[config.mk]
export PLATFORM = sky130hd
export DESIGN_NAME = exec_ctrl_unit
export DESIGN_NICKNAME = d
export VERILOG_FILES = /design/src/rtl/exec_ctrl_unit.sv
export SDC_FILE = /design/constraint.sdc
export NUM_CORES = 1
export LEC_CHECK = 0
export ABC_CLOCK_PERIOD_IN_PS = 13800
export CAP_MARGIN = 0
export CELL_PAD_IN_SITES_DETAIL_PLACEMENT = 0
export CELL_PAD_IN_SITES_GLOBAL_PLACEMENT = 2
export CORE_UTILIZATION = 30
export CTS_CLUSTER_SIZE = 8
export DETAILED_ROUTE_END_ITERATION = 16
export GPL_TIMING_DRIVEN = 0
export HOLD_SLACK_MARGIN = 0.1
export PLACE_DENSITY = 0.81
export SYNTH_ARGS = -nofsm -noshare
export SYNTH_HDL_FRONTEND = slang
export SYNTH_SLANG_ARGS = --single-unit
export TNS_END_PERCENT = 1
[constraint.sdc]
create_clock -name clk -period 13.8 [get_ports clk]
set_input_delay 2.76 -clock clk [delete_from_list [all_inputs] [get_ports clk]]
set_output_delay 2.76 -clock clk [all_outputs]
set_load 0.03 [all_outputs]
[src/rtl/exec_ctrl_unit.sv]
// RV32I single-cycle control/execute slice: decode, ALU, branch resolution, next-PC.
// Everything is combinational except the sticky illegal-instruction flag.
module exec_ctrl_unit (
    input  logic        clk,
    input  logic        rst,
    input  logic [6:0]  op,
    input  logic [2:0]  func3,
    input  logic [6:0]  func7,
    input  logic [31:0] pc,
    input  logic [31:0] rs1_data,
    input  logic [31:0] rs2_data,
    input  logic [31:0] imm,
    output logic [2:0]  ext_op,
    output logic        reg_wr,
    output logic        mem_to_reg,
    output logic        mem_rd,
    output logic        mem_wr,
    output logic [2:0]  mem_op,
    output logic [31:0] alu_out,
    output logic [31:0] next_pc,
    output logic        illegal,
    output logic        illegal_seen
);
    localparam logic [6:0] OP_LUI    = 7'b0110111;
    localparam logic [6:0] OP_AUIPC  = 7'b0010111;
    localparam logic [6:0] OP_JAL    = 7'b1101111;
    localparam logic [6:0] OP_JALR   = 7'b1100111;
    localparam logic [6:0] OP_BRANCH = 7'b1100011;
    localparam logic [6:0] OP_LOAD   = 7'b0000011;
    localparam logic [6:0] OP_STORE  = 7'b0100011;
    localparam logic [6:0] OP_IMM    = 7'b0010011;
    localparam logic [6:0] OP_REG    = 7'b0110011;

    localparam logic [3:0] ALU_ADD  = 4'b0000;
    localparam logic [3:0] ALU_SUB  = 4'b1000;
    localparam logic [3:0] ALU_SLL  = 4'b0001;
    localparam logic [3:0] ALU_SRL  = 4'b0101;
    localparam logic [3:0] ALU_SRA  = 4'b1101;
    localparam logic [3:0] ALU_SLT  = 4'b0010;
    localparam logic [3:0] ALU_SLTU = 4'b1010;
    localparam logic [3:0] ALU_PASS = 4'b0011;
    localparam logic [3:0] ALU_XOR  = 4'b0100;
    localparam logic [3:0] ALU_OR   = 4'b0110;
    localparam logic [3:0] ALU_AND  = 4'b0111;

    logic        a_src;
    logic [1:0]  b_src;
    logic [3:0]  alu_ctr;
    logic [2:0]  branch;
    logic [31:0] alu_a, alu_b;
    logic [4:0]  shamt;
    logic        less, zero;
    logic        pc_a_src, pc_b_src;
    logic        illegal_seen_q, illegal_seen_d;

    // sub_en applies to func3 000, sra_en to func3 101.
    function automatic logic [3:0] f3_ctr(input logic [2:0] f3, input logic sub_en,
                                          input logic sra_en);
        case (f3)
            3'b000:  f3_ctr = sub_en ? ALU_SUB : ALU_ADD;
            3'b001:  f3_ctr = ALU_SLL;
            3'b010:  f3_ctr = ALU_SLT;
            3'b011:  f3_ctr = ALU_SLTU;
            3'b100:  f3_ctr = ALU_XOR;
            3'b101:  f3_ctr = sra_en ? ALU_SRA : ALU_SRL;
            3'b110:  f3_ctr = ALU_OR;
            default: f3_ctr = ALU_AND;
        endcase
    endfunction

    always_comb begin
        ext_op     = 3'b000;
        reg_wr     = 1'b0;
        mem_to_reg = 1'b0;
        mem_rd     = 1'b0;
        mem_wr     = 1'b0;
        mem_op     = 3'b000;
        a_src      = 1'b0;
        b_src      = 2'b00;
        alu_ctr    = ALU_ADD;
        branch     = 3'b000;
        illegal    = 1'b0;
        case (op)
            OP_LUI: begin
                ext_op = 3'b001; reg_wr = 1'b1; b_src = 2'b01; alu_ctr = ALU_PASS;
            end
            OP_AUIPC: begin
                ext_op = 3'b001; reg_wr = 1'b1; a_src = 1'b1; b_src = 2'b01;
            end
            OP_JAL: begin
                ext_op = 3'b100; reg_wr = 1'b1; a_src = 1'b1; b_src = 2'b10; branch = 3'b001;
            end
            OP_JALR: begin
                ext_op = 3'b000; reg_wr = 1'b1; a_src = 1'b1; b_src = 2'b10; branch = 3'b010;
                illegal = (func3 != 3'b000);
            end
            OP_BRANCH: begin
                ext_op = 3'b011;
                case (func3)
                    3'b000:  begin branch = 3'b100; alu_ctr = ALU_SLT;  end
                    3'b001:  begin branch = 3'b101; alu_ctr = ALU_SLT;  end
                    3'b100:  begin branch = 3'b110; alu_ctr = ALU_SLT;  end
                    3'b101:  begin branch = 3'b111; alu_ctr = ALU_SLT;  end
                    3'b110:  begin branch = 3'b110; alu_ctr = ALU_SLTU; end
                    3'b111:  begin branch = 3'b111; alu_ctr = ALU_SLTU; end
                    default: illegal = 1'b1;
                endcase
            end
            OP_LOAD: begin
                reg_wr = 1'b1; mem_to_reg = 1'b1; mem_rd = 1'b1; b_src = 2'b01; mem_op = func3;
                illegal = (func3 == 3'b011) || (func3 == 3'b110) || (func3 == 3'b111);
            end
            OP_STORE: begin
                ext_op = 3'b010; mem_wr = 1'b1; b_src = 2'b01; mem_op = func3;
                illegal = (func3[2] || (func3[1:0] == 2'b11));
            end
            OP_IMM: begin
                reg_wr = 1'b1; b_src = 2'b01; alu_ctr = f3_ctr(func3, 1'b0, func7[5]);
            end
            OP_REG: begin
                reg_wr = 1'b1; alu_ctr = f3_ctr(func3, func7[5], func7[5]);
                illegal = (func7 != 7'b0000000) && (func7 != 7'b0100000);
            end
            default: illegal = 1'b1;
        endcase
        // An unsupported encoding must not disturb architectural state.
        if (illegal) begin
            ext_op = 3'b000; reg_wr = 1'b0; mem_to_reg = 1'b0; mem_rd = 1'b0;
            mem_wr = 1'b0; mem_op = 3'b000; alu_ctr = ALU_ADD; branch = 3'b000;
        end
    end

    assign alu_a = a_src ? pc : rs1_data;
    always_comb begin
        case (b_src)
            2'b00:   alu_b = rs2_data;
            2'b01:   alu_b = imm;
            2'b10:   alu_b = 32'd4;
            default: alu_b = 32'd0;
        endcase
    end

    assign shamt = alu_b[4:0];
    assign zero  = (alu_a == alu_b);
    assign less  = alu_ctr[3] ? (alu_a < alu_b) : ($signed(alu_a) < $signed(alu_b));

    always_comb begin
        case (alu_ctr)
            ALU_ADD:  alu_out = alu_a + alu_b;
            ALU_SUB:  alu_out = alu_a - alu_b;
            ALU_SLL:  alu_out = alu_a << shamt;
            ALU_SRL:  alu_out = alu_a >> shamt;
            ALU_SRA:  alu_out = $unsigned($signed(alu_a) >>> shamt);
            ALU_SLT:  alu_out = {31'd0, less};
            ALU_SLTU: alu_out = {31'd0, less};
            ALU_PASS: alu_out = alu_b;
            ALU_XOR:  alu_out = alu_a ^ alu_b;
            ALU_OR:   alu_out = alu_a | alu_b;
            ALU_AND:  alu_out = alu_a & alu_b;
            default:  alu_out = 32'd0;
        endcase
    end

    always_comb begin
        pc_a_src = 1'b0;
        pc_b_src = 1'b0;
        case (branch)
            3'b001:  pc_a_src = 1'b1;
            3'b010:  begin pc_a_src = 1'b1; pc_b_src = 1'b1; end
            3'b100:  pc_a_src = zero;
            3'b101:  pc_a_src = ~zero;
            3'b110:  pc_a_src = less;
            3'b111:  pc_a_src = ~less;
            default: pc_a_src = 1'b0;
        endcase
    end

    // jalr target keeps bit 0 as computed.
    assign next_pc = (pc_a_src ? imm : 32'd4) + (pc_b_src ? rs1_data : pc);

    assign illegal_seen_d = illegal_seen_q | illegal;
    always_ff @(posedge clk or negedge rst) begin
        if (!rst) illegal_seen_q <= 1'b0;
        else      illegal_seen_q <= illegal_seen_d;
    end
    assign illegal_seen = illegal_seen_q;
endmodule

==> impl_metrics.tcl <==
set metrics [dict create \
    met3_length_um 7280 \
    p_comb_share_pct 99.6 \
    synth_fa_ha_area_share_pct 13.0 \
    via_per_inst 6.45 \
    path_buf_inv 11 \
    layout-drive-gt1-share_pct 13.1 \
    switching_share_pct 63.1 \
    yosysUniqueCellTypes 95 \
    start_util_pct 30.4 \
    drv_cap 0 \
    syn_nets 2205 \
    via_count 17519 \
    postSynthCellCount 1927 \
    hold_violations 0 \
    layout_commonest_cell "clkdlybuf4s50_1" \
    crit_family "compound AO/OA/AOI/OAI gates" \
    synthMuxAreaShare_pct 13.6 \
    skew_ns 0 \
    synth_sequential_area_ratio_pct 0.196 \
    wl_um 85000 \
    dp_cells 2688 \
    critical_path.max_stage_delay_ns 0.49 \
    ff_latch_area_um2 25.0 \
    die_y_um 208 \
    dp_hpwl_um 71800 \
    ff2ff_setup_slack_ns 12.95 \
    setup_viol 0 \
    syn_avg_cell_area_um2 6.62 \
    ys_warn_count 0 \
    synth-edff-count 0 \
    yosys-top-cells-area "ha_1, a21oi_1, nand2_1" \
    synth_compound_area_share_pct 38.7 \
    worst_path_most_repeated_cell "buf_4" \
    dr_wl_met2_um 37700 \
    io_pins 223 \
    cpMaxStageDelayCell "fa_1" \
    grt_use_total_pct 37.7 \
    grt_max_degree 21 \
    synthSimpleGateAreaFrac_pct 24.1 \
    multi_input_area_um2 12100 \
    slew_headroom_pct 9.56 \
    seqPwrFrac_pct 0.4 \
    grt_pass1_wl_um 121000 \
    setup.worst_path.end_class "output pin" \
    antenna_found_initial 1 \
    mostFrequentLayoutCells "clkdlybuf4s50_1, nand2_1, a21oi_1" \
    p_int_uw 286 \
    clk-insertion-delay-late_ns 0 \
    pre_cts_ws_ns -3.43 \
    fin_crit_sh_pct 97.9 \
    finalNonFillerCells 2716 \
    die_x_um 208 \
    top_layer "met4" \
    clkTransAtPathRegs_ns 0 \
    path_class "in2out" \
    total_power_uw 775 \
    num-nets-final 2457 \
    area_delta_synth_final_pct 29.5 \
    wl_met1_um 36100 \
    grt_pass1_vias 16888 \
    ctsHoldBuffers 0 \
    async_reset_ff_share_pct 100 \
    r2r_cells 1 \
    rows 75 \
    drtAntennaViolNets 0 \
    cp_max_fo 10 \
    required_ns 11.04 \
    setup_tns_ns 0 \
    crit_arrival_ns 10.75 \
    core_area_um2 41900 \
    synth_top_area_cell "ha_1" \
    r2r-end "illegal_seen" \
    status "completed" \
    setup_slack_ns 0.295 \
    diodes 0 \
    hold_path_end "illegal_seen" \
    die_area_um2 43400 \
    wl_per_cell_um 31.3 \
    yosysTopAreaCellShare_pct 12.6 \
    gp_congestion 1.03 \
    hold_path.class "reg2reg" \
    synth_top_family_by_area "compound AO/OA/AOI/OAI gates" \
    p_sw_uw 489 \
    ir_drop_v 0.0000210 \
    tightest_slew_ns 1.35 \
    r2r_start "illegal_seen" \
    fillers 4467 \
    p_leak_uw 0.00687 \
    drv_slew 0 \
    drt_iter0_drc 2015 \
    clockPowerShare_pct 0 \
    worstHoldPathCells 1 \
    yosys_most_used_dff "dfrtp_1" \
    syn_area_um2 12800 \
    largest_register_ffs 1 \
    gr-total-overflow 0 \
    p_per_area_nw_per_um2 46.9 \
    synth-seq-cells 1 \
    layout_min_cycle_time_ns 13.51 \
    start_kind "primary input" \
    drc 0 \
    synth_xor_area_share_pct 2.65 \
    port_buffers 222 \
    holdCritStartpoint "illegal_seen" \
    dr.pass1.iters 6 \
    fmax_mhz 74.0 \
]
## power by group through the flow
stage	Combinational (uW)	Sequential, uW	Clock [uW]
2_1_floorplan	423	2.99	0
3_3_place_gp	717	2.99	0
3_5_place_dp	715	2.99	0
4_1_cts	736	2.99	0
5_1_grt	808	2.99	0
6_report	772	2.99	0
## final cells by class
cell class	instances	share of cell area [%]
Buffer	117	3.76
Inverter	104	2.40
Multi-Input combinational cell	1684	73.4
Sequential cell	1	0.151
Tap cell	539	4.08
Timing Repair Buffer	271	16.2
## per-stage QoR
step / hold slack (ns) / instance area, um2 / util (%)
global route: 0.490 / 16500 / 39.4
finish: 0.468 / 16500 / 39.4
global placement: 0.454 / 15700 / 37.3
floorplan: 0.671 / 12800 / -
detailed placement: 0.472 / 15700 / 37.3
CTS: 0.472 / 16200 / 38.7
## cell families (layout without fill, tap and decap cells)
kind of cell	count (synthesis)	in the layout
muxes	137	137
AOI/OAI and AO/OA	738	738
xor gates and xnor gates	37	37
adders and majority gates	131	131
and+or+nand+nor	641	641
buffers and inverters	242	492
DFF	1	1
## cells in the mapped netlist (all sizes together), types with 26 or more instances
master,n
a211oi,36
o21ai,141
nor2,162
inv,103
a31oi,26
o22ai,37
a22oi,42
a21o,35
nand3,89
nand2,190
nor2b,40
ha,128
buf,58
o211ai,49
clkbuf,80
mux2,53
a21oi,170
mux2i,61
xnor2,28
nor3,50
## how the worst max path moves through the flow
| stage | startpoint | end | slack [ns] | cells after the start |
|---|---|---|---|---|
| 2_1_floorplan | op[5] | next_pc[28] | 1.19 | 32 |
| 3_3_place_gp | op[5] | next_pc[28] | -3.87 | 33 |
| 3_5_place_dp | op[2] | next_pc[28] | -3.43 | 33 |
| 4_1_cts | op[4] | next_pc[28] | -0.09 | 35 |
| 5_1_grt | op[5] | next_pc[13] | -0.006 | 36 |
| 6_report | op[5] | next_pc[28] | 0.29 | 35 |
## layer usage
layer | track usage [%] | up-vias
met5 | 0 | -
met1 | 50.2 | 8555
li1 | - | 7818
met2 | 60.8 | 987
met4 | 14.4 | 0
met3 | 6.01 | 159
## timing repair
item                       in CTS  in global routing
cloned                          0                  1
pin swaps                      22                 17
gates resized for setup       115                 55
setup buffers                  33                 15
setup endpoints to repair      33                 20
(Power assumes the default switching activity.)
